==> src/rtl/psum_pkg.sv <==
// Shared definitions for the partial-sum row accumulator: FSM state encoding
// and the signed range of a default-width partial-sum lane.
package psum_pkg;

    typedef enum logic [2:0] {
        ST_IDLE      = 3'd0,
        ST_ACCUM     = 3'd1,
        ST_DRAIN_ACC = 3'd2,
        ST_DRAIN_DIV = 3'd3,
        ST_DONE      = 3'd4
    } state_e;

    localparam int PSUM_W   = 20;
    localparam int PSUM_MAX = (32'sd1 <<< (PSUM_W - 1)) - 32'sd1;
    localparam int PSUM_MIN = -(32'sd1 <<< (PSUM_W - 1));

endpackage

==> src/rtl/psum_sat_add.sv <==
// One signed partial-sum lane adder. Defining PSUM_ACC_SAT_EN clamps the result
// to the signed lane range; otherwise the sum wraps modulo 2^W.
module psum_sat_add #(
    parameter int W = 20
) (
    input  logic signed [W-1:0] a_i,
    input  logic signed [W-1:0] b_i,
    output logic signed [W-1:0] sum_o
);

`ifdef PSUM_ACC_SAT_EN
    logic signed [W:0] wide_s;

    // One guard bit exposes overflow; clamp towards the sign of the true sum.
    always_comb begin
        wide_s = {a_i[W-1], a_i} + {b_i[W-1], b_i};
        if (wide_s[W] != wide_s[W-1]) begin
            sum_o = wide_s[W] ? {1'b1, {(W-1){1'b0}}} : {1'b0, {(W-1){1'b1}}};
        end else begin
            sum_o = wide_s[W-1:0];
        end
    end
`else
    // Plain two's-complement add, wrapping on overflow.
    always_comb begin
        sum_o = a_i + b_i;
    end
`endif

endmodule

==> src/rtl/psum_acc_row.sv <==
// Accumulates partial-sum rows over K passes into a row buffer, then drains each
// row to the SFP with an acc/div strobe pair. Lane saturation via PSUM_ACC_SAT_EN.
module psum_acc_row
    import psum_pkg::*;
#(
    parameter int col     = 8,
    parameter int bw      = 8,
    parameter int bw_psum = 2*bw+4,
    parameter int depth   = 16
) (
    input  logic                     clk,
    input  logic                     reset,
    input  logic                     start,
    input  logic [3:0]               cfg_passes,
    input  logic [$clog2(depth):0]   cfg_rows,
    input  logic                     in_valid,
    output logic                     in_ready,
    input  logic [col*bw_psum-1:0]   in_data,
    input  logic                     sfp_stall,
    output logic [col*bw_psum-1:0]   sfp_in,
    output logic                     sfp_acc,
    output logic                     sfp_div,
    output logic                     busy,
    output logic                     done
);

    localparam int RW = $clog2(depth);
    localparam int DW = col*bw_psum;
    localparam logic [RW:0] DEPTH_L = (RW+1)'(depth);

    state_e          state_q, state_d;
    logic [RW-1:0]   r_q, r_d;
    logic [3:0]      p_q, p_d;
    logic [RW:0]     rows_q, rows_d;
    logic [3:0]      passes_q, passes_d;
    logic            in_ready_q, busy_q, done_q, sfp_acc_q, sfp_div_q;
    logic [DW-1:0]   sfp_in_q;
    logic [DW-1:0]   buf_q [depth];

    logic [DW-1:0]   rd_row_s, sum_row_s, wr_row_s;
    logic [RW:0]     rows_eff_s;
    logic [3:0]      passes_eff_s;
    logic            accept_s, last_row_s, last_pass_s, wr_en_s, issue_acc_s;

    assign rows_eff_s   = (cfg_rows == '0) ? (RW+1)'(1) :
                          (cfg_rows > DEPTH_L) ? DEPTH_L : cfg_rows;
    assign passes_eff_s = (cfg_passes == 4'd0) ? 4'd1 : cfg_passes;
    assign accept_s     = in_valid && in_ready_q;
    assign last_row_s   = ({1'b0, r_q} == (rows_q - (RW+1)'(1)));
    assign last_pass_s  = (p_q == (passes_q - 4'd1));
    assign issue_acc_s  = (state_q == ST_DRAIN_ACC) && !sfp_stall;
    assign rd_row_s     = buf_q[r_q];
    // The first pass overwrites whatever a previous or aborted job left behind.
    assign wr_row_s     = (p_q == 4'd0) ? in_data : sum_row_s;

    for (genvar i = 0; i < col; i++) begin : g_lane
        psum_sat_add #(.W(bw_psum)) u_add (
            .a_i   (rd_row_s[i*bw_psum +: bw_psum]),
            .b_i   (in_data[i*bw_psum +: bw_psum]),
            .sum_o (sum_row_s[i*bw_psum +: bw_psum])
        );
    end

    // Next-state logic for the job sequencer and its row/pass counters.
    always_comb begin
        state_d  = state_q;
        r_d      = r_q;
        p_d      = p_q;
        rows_d   = rows_q;
        passes_d = passes_q;
        wr_en_s  = 1'b0;
        case (state_q)
            ST_IDLE: begin
                r_d = '0;
                p_d = 4'd0;
                if (start) begin
                    state_d  = ST_ACCUM;
                    rows_d   = rows_eff_s;
                    passes_d = passes_eff_s;
                end else begin
                    state_d = ST_IDLE;
                end
            end
            ST_ACCUM: begin
                if (accept_s) begin
                    wr_en_s = 1'b1;
                    if (last_row_s) begin
                        r_d     = '0;
                        p_d     = p_q + 4'd1;
                        state_d = last_pass_s ? ST_DRAIN_ACC : ST_ACCUM;
                    end else begin
                        r_d = r_q + RW'(1);
                    end
                end else begin
                    wr_en_s = 1'b0;
                end
            end
            ST_DRAIN_ACC: begin
                if (sfp_stall) begin
                    state_d = ST_DRAIN_ACC;
                end else begin
                    state_d = ST_DRAIN_DIV;
                end
            end
            ST_DRAIN_DIV: begin
                if (last_row_s) begin
                    state_d = ST_DONE;
                end else begin
                    r_d     = r_q + RW'(1);
                    state_d = ST_DRAIN_ACC;
                end
            end
            ST_DONE: begin
                state_d = ST_IDLE;
            end
            default: begin
                state_d = ST_IDLE;
            end
        endcase
    end

    // State, counters and registered outputs; strobes appear the cycle after the issuing state.
    always_ff @(posedge clk or negedge reset) begin
        if (!reset) begin
            state_q    <= ST_IDLE;
            r_q        <= '0;
            p_q        <= 4'd0;
            rows_q     <= (RW+1)'(1);
            passes_q   <= 4'd1;
            in_ready_q <= 1'b0;
            busy_q     <= 1'b0;
            done_q     <= 1'b0;
            sfp_acc_q  <= 1'b0;
            sfp_div_q  <= 1'b0;
            sfp_in_q   <= '0;
        end else begin
            state_q    <= state_d;
            r_q        <= r_d;
            p_q        <= p_d;
            rows_q     <= rows_d;
            passes_q   <= passes_d;
            in_ready_q <= (state_d == ST_ACCUM);
            busy_q     <= (state_d != ST_IDLE);
            done_q     <= (state_q == ST_DONE);
            sfp_acc_q  <= issue_acc_s;
            sfp_div_q  <= (state_q == ST_DRAIN_DIV);
            if (issue_acc_s) begin
                sfp_in_q <= rd_row_s;
            end
        end
    end

    // Row buffer storage; intentionally not reset since pass 0 always overwrites.
    always_ff @(posedge clk) begin
        if (wr_en_s) begin
            buf_q[r_q] <= wr_row_s;
        end
    end

    assign in_ready = in_ready_q;
    assign busy     = busy_q;
    assign done     = done_q;
    assign sfp_acc  = sfp_acc_q;
    assign sfp_div  = sfp_div_q;
    assign sfp_in   = sfp_in_q;

endmodule

==> config.mk <==
export PLATFORM = sky130hd
export DESIGN_NAME = psum_acc_row
export DESIGN_NICKNAME = d
export VERILOG_FILES = /design/src/rtl/psum_pkg.sv /design/src/rtl/psum_sat_add.sv /design/src/rtl/psum_acc_row.sv
export SDC_FILE = /design/constraint.sdc
export NUM_CORES = 2
export LEC_CHECK = 0
export BUFFER_PORTS_ARGS = -buffer_cell sky130_fd_sc_hd__buf_2
export CORE_MARGIN = 2
export CORE_UTILIZATION = 41
export CTS_CLUSTER_SIZE = 25
export DETAILED_ROUTE_END_ITERATION = 16
export GPL_ROUTABILITY_DRIVEN = 0
export PLACE_DENSITY = 0.62
export SKIP_LAST_GASP = 1
export SYNTH_ARGS = -nofsm -noshare
export SYNTH_HDL_FRONTEND = slang
export SYNTH_HIERARCHICAL = 1
export SYNTH_SLANG_ARGS = --single-unit
export TNS_END_PERCENT = 50
==> constraint.sdc <==
create_clock -name clk -period 12.9 [get_ports clk]
set_clock_uncertainty 0.05 [all_clocks]
set_input_delay 2.58 -clock clk [delete_from_list [all_inputs] [get_ports clk]]
set_output_delay 2.58 -clock clk [all_outputs]
set_load 0.01 [all_outputs]
Word level (Yosys, flattened, before mapping)
Memories as Yosys holds them, arrays and structs flattened.
Cells that the tools add are included.
- register bits after elaboration: 185
- memories kept: 1
- RAM bits: 2560
- logic and storage cells: 70
- input port bits: 174
- output and inout port bits: 165
- mux-type cells: 22
- order comparisons: 1
- reductions and logical operators: 13
- add/sub/neg operators: 12
- eq/ne operators: 10
- memories (memory ; words ; width ; rd ports ; clocked after Yosys merged registers in ; wr ports ; RTL line ; text):
    buf_q ; 16 ; 160 ; 1 ; 0 ; 1 ; psum_acc_row.sv:38 ; logic [DW-1:0] buf_q [depth];
- operator list (operator ; count):
    adder 20 bit ; 8
    two-way mux 160 bit ; 1
    two-way mux 4 bit ; 6
    one-hot mux 3 bit (4 select lines) ; 1
    one-hot mux 4 bit (3 select lines) ; 1
    two-way mux 5 bit ; 2
    two-way mux 3 bit ; 3
    adder 4 x 1 -> 4 bit (second input constant) ; 2
    zero test 4 bit ; 2
    one-hot mux 4 bit (2 select lines) ; 1
    == test 3 x 1 -> 1 bit (second input constant) ; 2
    == test 3 x 2 -> 1 bit (second input constant) ; 2
    two-way mux 1 bit ; 6
    inequality test 2 bit (second input constant) ; 3
    AND reduction 3 bit ; 2
    nonzero test 3 bit ; 2
    == test 4 x 5 -> 1 bit ; 1
    > comparator 5 bit (second input constant) ; 1
    zero test 5 bit ; 1
    subtractor 5 x 1 -> 5 bit (second input constant) ; 1
    == test 4 bit ; 1
    subtractor 4 x 1 -> 4 bit (second input constant) ; 1
    == test 3 bit (second input constant) ; 1
    zero test 3 bit ; 1
    5 further kinds ; 6

Depth between registers and ports, before layout
- word-level depth: 7
- gate-level depth with buffers: 15
- gate-level depth less buffers: 11

Hierarchy
Netlist, hierarchy kept.
- modules (own cells, without submodules) (module ; instances ; cells an instance ; area each (sq um) ; sequential area each (sq um)):
    psum_acc_row ; 1 ; 4227 ; 105138.3 ; 81505.7
    psum_sat_add ; 8 ; 128 ; 928.4 ; 0.0

Least setup slack after synthesis
Ideal clock, no wire load.
- kind: input to register
- start: input port in_valid
- end: memory buf_q[0][0] in the netlist's numbering (enable)
- library setup time: 0.876 ns
- buffers on the path: 0
- stages: 4
- arrival: 13.819 ns
- required time: 11.974 ns
- slack: -1.845 ns
- path through: nand2_1 -> nor2_1 -> nand2_1 -> nor3_1
- cells in the longest elaborated chain, start to end: 5
- ends and longest elaborated chain (item ; RTL line ; text):
    from (decl) ; psum_acc_row.sv:16 ; input logic in_valid,
    logical AND 1 bit ; psum_acc_row.sv:48 ; assign accept_s = in_valid && in_ready_q;
    two-way mux 1 bit ; psum_acc_row.sv:85 ; if (accept_s) begin
    two-way mux 1 bit ; psum_acc_row.sv:72 ; case (state_q)
    two-way mux 1 bit ; psum_acc_row.sv:155 ; if (wr_en_s) begin
    two-way mux 1 bit (not written as such) ; psum_acc_row.sv:156 ; buf_q[r_q] <= wr_row_s;
    to (decl) ; psum_acc_row.sv:38 ;
Every way passes these cells.

Final worst setup path
- start: register r_q[0]
- end: memory buf_q[4][99] in the netlist's numbering, data pin
- cells in the longest elaborated chain, start to end: 3
- ends and longest elaborated chain (item ; RTL line ; text):
    from (decl) ; psum_acc_row.sv:32 ; logic [RW-1:0] r_q, r_d;
    from (signal assigned) ; psum_acc_row.sv:138 ; r_q <= r_d;
    memory read (16 x 160 bit) ; - ;
    named net rd_row_s[82] ; psum_acc_row.sv:40 ; logic [DW-1:0] rd_row_s, sum_row_s, wr_row_s;
    adder 20 bit ; psum_sat_add.sv:26 ; sum_o = a_i + b_i;
    named net sum_row_s[99] ; psum_acc_row.sv:40 ;
    two-way mux 160 bit ; psum_acc_row.sv:54 ; assign wr_row_s = (p_q == 4'd0) ? in_data : sum_row_s;
    named net wr_row_s[99] ; psum_acc_row.sv:40 ;
The timed path passes the listed nets, and every way through them passes these cells.

==> run summary <==
Status - complete, no violations
Slowest CP cell - dfrtp_4
Top achievable clock speed - 155 MHz
Async set-reset flop share out of synthesis - 6.74%
Via count - 55200
DIE WIDTH - 528 µm
Layout fillers - 22400
Period utilization - 50.0%
Top delay family on crit path - compound AO/OA/AOI/OAI gates
Detail Route Antenna Nets - 0
# setup viols final - 0
Setup bufs post-CTS - 0
Worst-Skew Late Latency - 0.93 ns
Die height - 528 µm
Final Hold Fails - 0
Synth warnings - 6
Mapped Cells - 5251
Power per cell area - 280 nW/µm²
Post-DP HPWL - 146 mm
Area grow syn2layout - 14.1%
Total CTS buffers - 295
Initial Utilization - 41.2%
Max cap viols - 0
Placeable Area - 273000 µm²
Slew Viols, Final - 0
Commonest cells after routing, fill and taps aside - 2560 x edfxtp_1, 800 x mux4_2, 337 x buf_2
Cell row count - 192
Final Core Density - 47.0%
CP endpoint kind - register
# nets final - 6087
Hold Crit Class - register to register
Vias in the first global route - 57300
Clk root buf - clkbuf_16
Largest stage delay on the critical path - 0.97 ns
Fin Hold WS - 0.448 ns
Synth unique cells - 60
Initial antenna violation count - 25
GRT Resource Usage Total - 19.5%
Minimum clock period - 6.45 ns
Dominant synthesized flop cell - edfxtp_1
Cell area after layout - 128000 µm²
Vias per inst - 5.75
Gr ovfl total - 0
PortBufs - 338
RSZ-0062 raised after global routing - false
Pleak - 41.6 nW
Slew of the pin with the lowest slew margin - 1.08 ns
CP Launch Type - register
CTS tree - built
Synthesized flop and latch total - 2745
Rel. slew slack - 27.8%
Buf/Inv on CP - 2
Worst Path Required - 13.44 ns
Sum Neg Setup Slack - 0 ns
Drt pass-1 iters - 8
EDFF count, synth - 2560
# DRC - 0
Post-CTS sizing - 0
Hold_buf cts - 0
Syn avg cell area - 21.4 µm²
I/O pin count - 339
Area of the multi-input gates - 29900 µm²
DR iter-0 viols - 5285
Share of cells above drive strength 1 - 34.0%
Total wire length - 274 mm
Reg area - 81500 µm²
Die ar. - 279000 µm²
CP Max Fanout - 92
CTS clk-pin slew, worst paths - 0.06 ns
CP Cell Sequence - buf_12 -> buf_12 -> mux4_2 -> mux4_2 -> ha_1 -> o21ai_0 -> o21bai_1 -> o22a_1 -> a21oi_1 -> o41ai_1 -> xnor2_1 -> mux2_2
Most common cell after layout, fill and taps aside - edfxtp_1
H-tree depth - 5
Placed cell area - 119000 µm²
First-pass GRT wire length - 397 mm
Clk sinks - 2745
Syn_nets - 5593
CP Data Arrival Time - 7.00 ns
DR WL/cell - 28.5 µm
Mapped cell area - 113000 µm²
Largest net degree at the start of global routing - 127
Maximum clock insertion buffer count - 4
Sequential cell area fraction in the yosys report - 72.4%
Worst IR drop on VDD - 268 µV
Critical path class - register to register
layer usage:
metal	up-vias	GRT usage [%]	share of wire [%]	wire, µm
li1	23200	-	-	-
met4	10	5.46	2.5	6950
met5	-	0	0.023	63
met3	410	3.20	6.0	16500
met2	1769	32.9	51	138000
met1	29800	26.0	41	112000
through the flow:
| step | total power [mW] | instances | worst slack, ns |
|---|---|---|---|
| final | 35.9 | 9592 | 6.45 |
| after global routing | 37.7 | 9587 | 6.02 |
| after CTS | 36.2 | 9578 | 6.34 |
| after detailed placement | 27.7 | 9037 | 6.35 |
| after global placement | 27.3 | 9037 | 6.32 |
| after floorplan | 23.7 | 5251 | -1.84 |
area by class of cell:
cell class	instances	area share, %
multi-input combinational	2234	23.3
timing repair buffer	425	2.09
antenna	14	0.0273
inverter	44	0.134
clock inverter	150	1.28
tap	3589	3.49
sequential	2745	63.4
clock buffer	391	6.28
cells in the mapped netlist, drive strengths merged (2+ instances only):
master | number | area, µm²
o21a | 33 | 248
a221o | 8 | 90.1
mux2i | 8 | 80.1
nor3b | 2 | 15.0
o41ai | 8 | 70.1
fa | 8 | 160
nand2b | 21 | 131
o211ai | 19 | 183
xnor2 | 95 | 832
edfxtp | 2560 | 76900
nor4 | 3 | 25.0
dfstp | 2 | 52.6
a21oi | 140 | 701
o31ai | 2 | 15.0
a32o | 2 | 20.0
o21bai | 25 | 188
buf | 101 | 674
dfrtp | 183 | 4580
mux4 | 800 | 18000
mux2 | 324 | 3650
o22a | 8 | 70.1
and2 | 9 | 56.3
and4b | 8 | 80.1
nor3 | 28 | 140
or4 | 2 | 15.0
a31oi | 24 | 150
nand2 | 98 | 368
clkbuf | 127 | 477
nand4 | 34 | 219
inv | 43 | 161
a211o | 9 | 78.8
o21ai | 70 | 350
nor2 | 108 | 405
and3 | 17 | 106
o2111ai | 9 | 78.8
a211oi | 25 | 188
ha | 160 | 2000
nand3 | 13 | 65.1
xor2 | 61 | 534
a221oi | 8 | 70.1
a21o | 34 | 255
logic make-up (layout without fill, tap and decap cells):
logic type	count (synthesis)	after routing	share of synthesized area [%]
AOI/OAI and AO/OA	431	431	2.50
adders and majority gates	168	168	1.92
DFF	2745	2745	72.4
xor gates and xnor gates	156	156	1.21
and+or+nand+nor	347	347	1.47
buffers and inverters	272	1010	1.17
other	0	14	0
muxes	1132	1132	19.3
registers in the layout, indices dropped and copies added (netlist names):
register / cells
sfp_in: 160
state_q: 3
p_q: 4
busy: 1
in_ready: 1
passes_q: 4
done: 1
buf_q: 2560
r_q: 4
sfp_div: 1
sfp_acc: 1
rows_q: 5
power breakdown:
| part | leakage [nW] | total [mW] | switching (mW) | internal [mW] |
|---|---|---|---|---|
| logic | 11.7 | 12.5 | 8.16 | 4.39 |
| registers | 25.2 | 15.0 | 0.281 | 14.7 |
| clock network | 4.68 | 8.38 | 3.57 | 4.81 |
final timing paths:
| check | depth (start not counted) | start | end | slack [ns] |
|---|---|---|---|---|
| worst min register to register | 1 | sfp_in[136]$_DFFE_PN0P_ | sfp_in[136]$_DFFE_PN0P_ | 0.45 |
| min in group asynchronous | 1 | reset | sfp_in[97]$_DFFE_PN0P_ | 1.58 |
| max in group asynchronous | 2 | reset | sfp_in[7]$_DFFE_PN0P_ | 9.68 |
| worst min-delay path | 1 | sfp_in[136]$_DFFE_PN0P_ | sfp_in[136]$_DFFE_PN0P_ | 0.45 |
| worst max-delay path | 12 | r_q[0]$_DFFE_PN0P_ | buf_q[4][99]$_DFFE_PP_ | 6.45 |
| worst max register to register | 12 | r_q[0]$_DFFE_PN0P_ | buf_q[4][99]$_DFFE_PP_ | 6.45 |
Power figures use the tool's default switching activity.
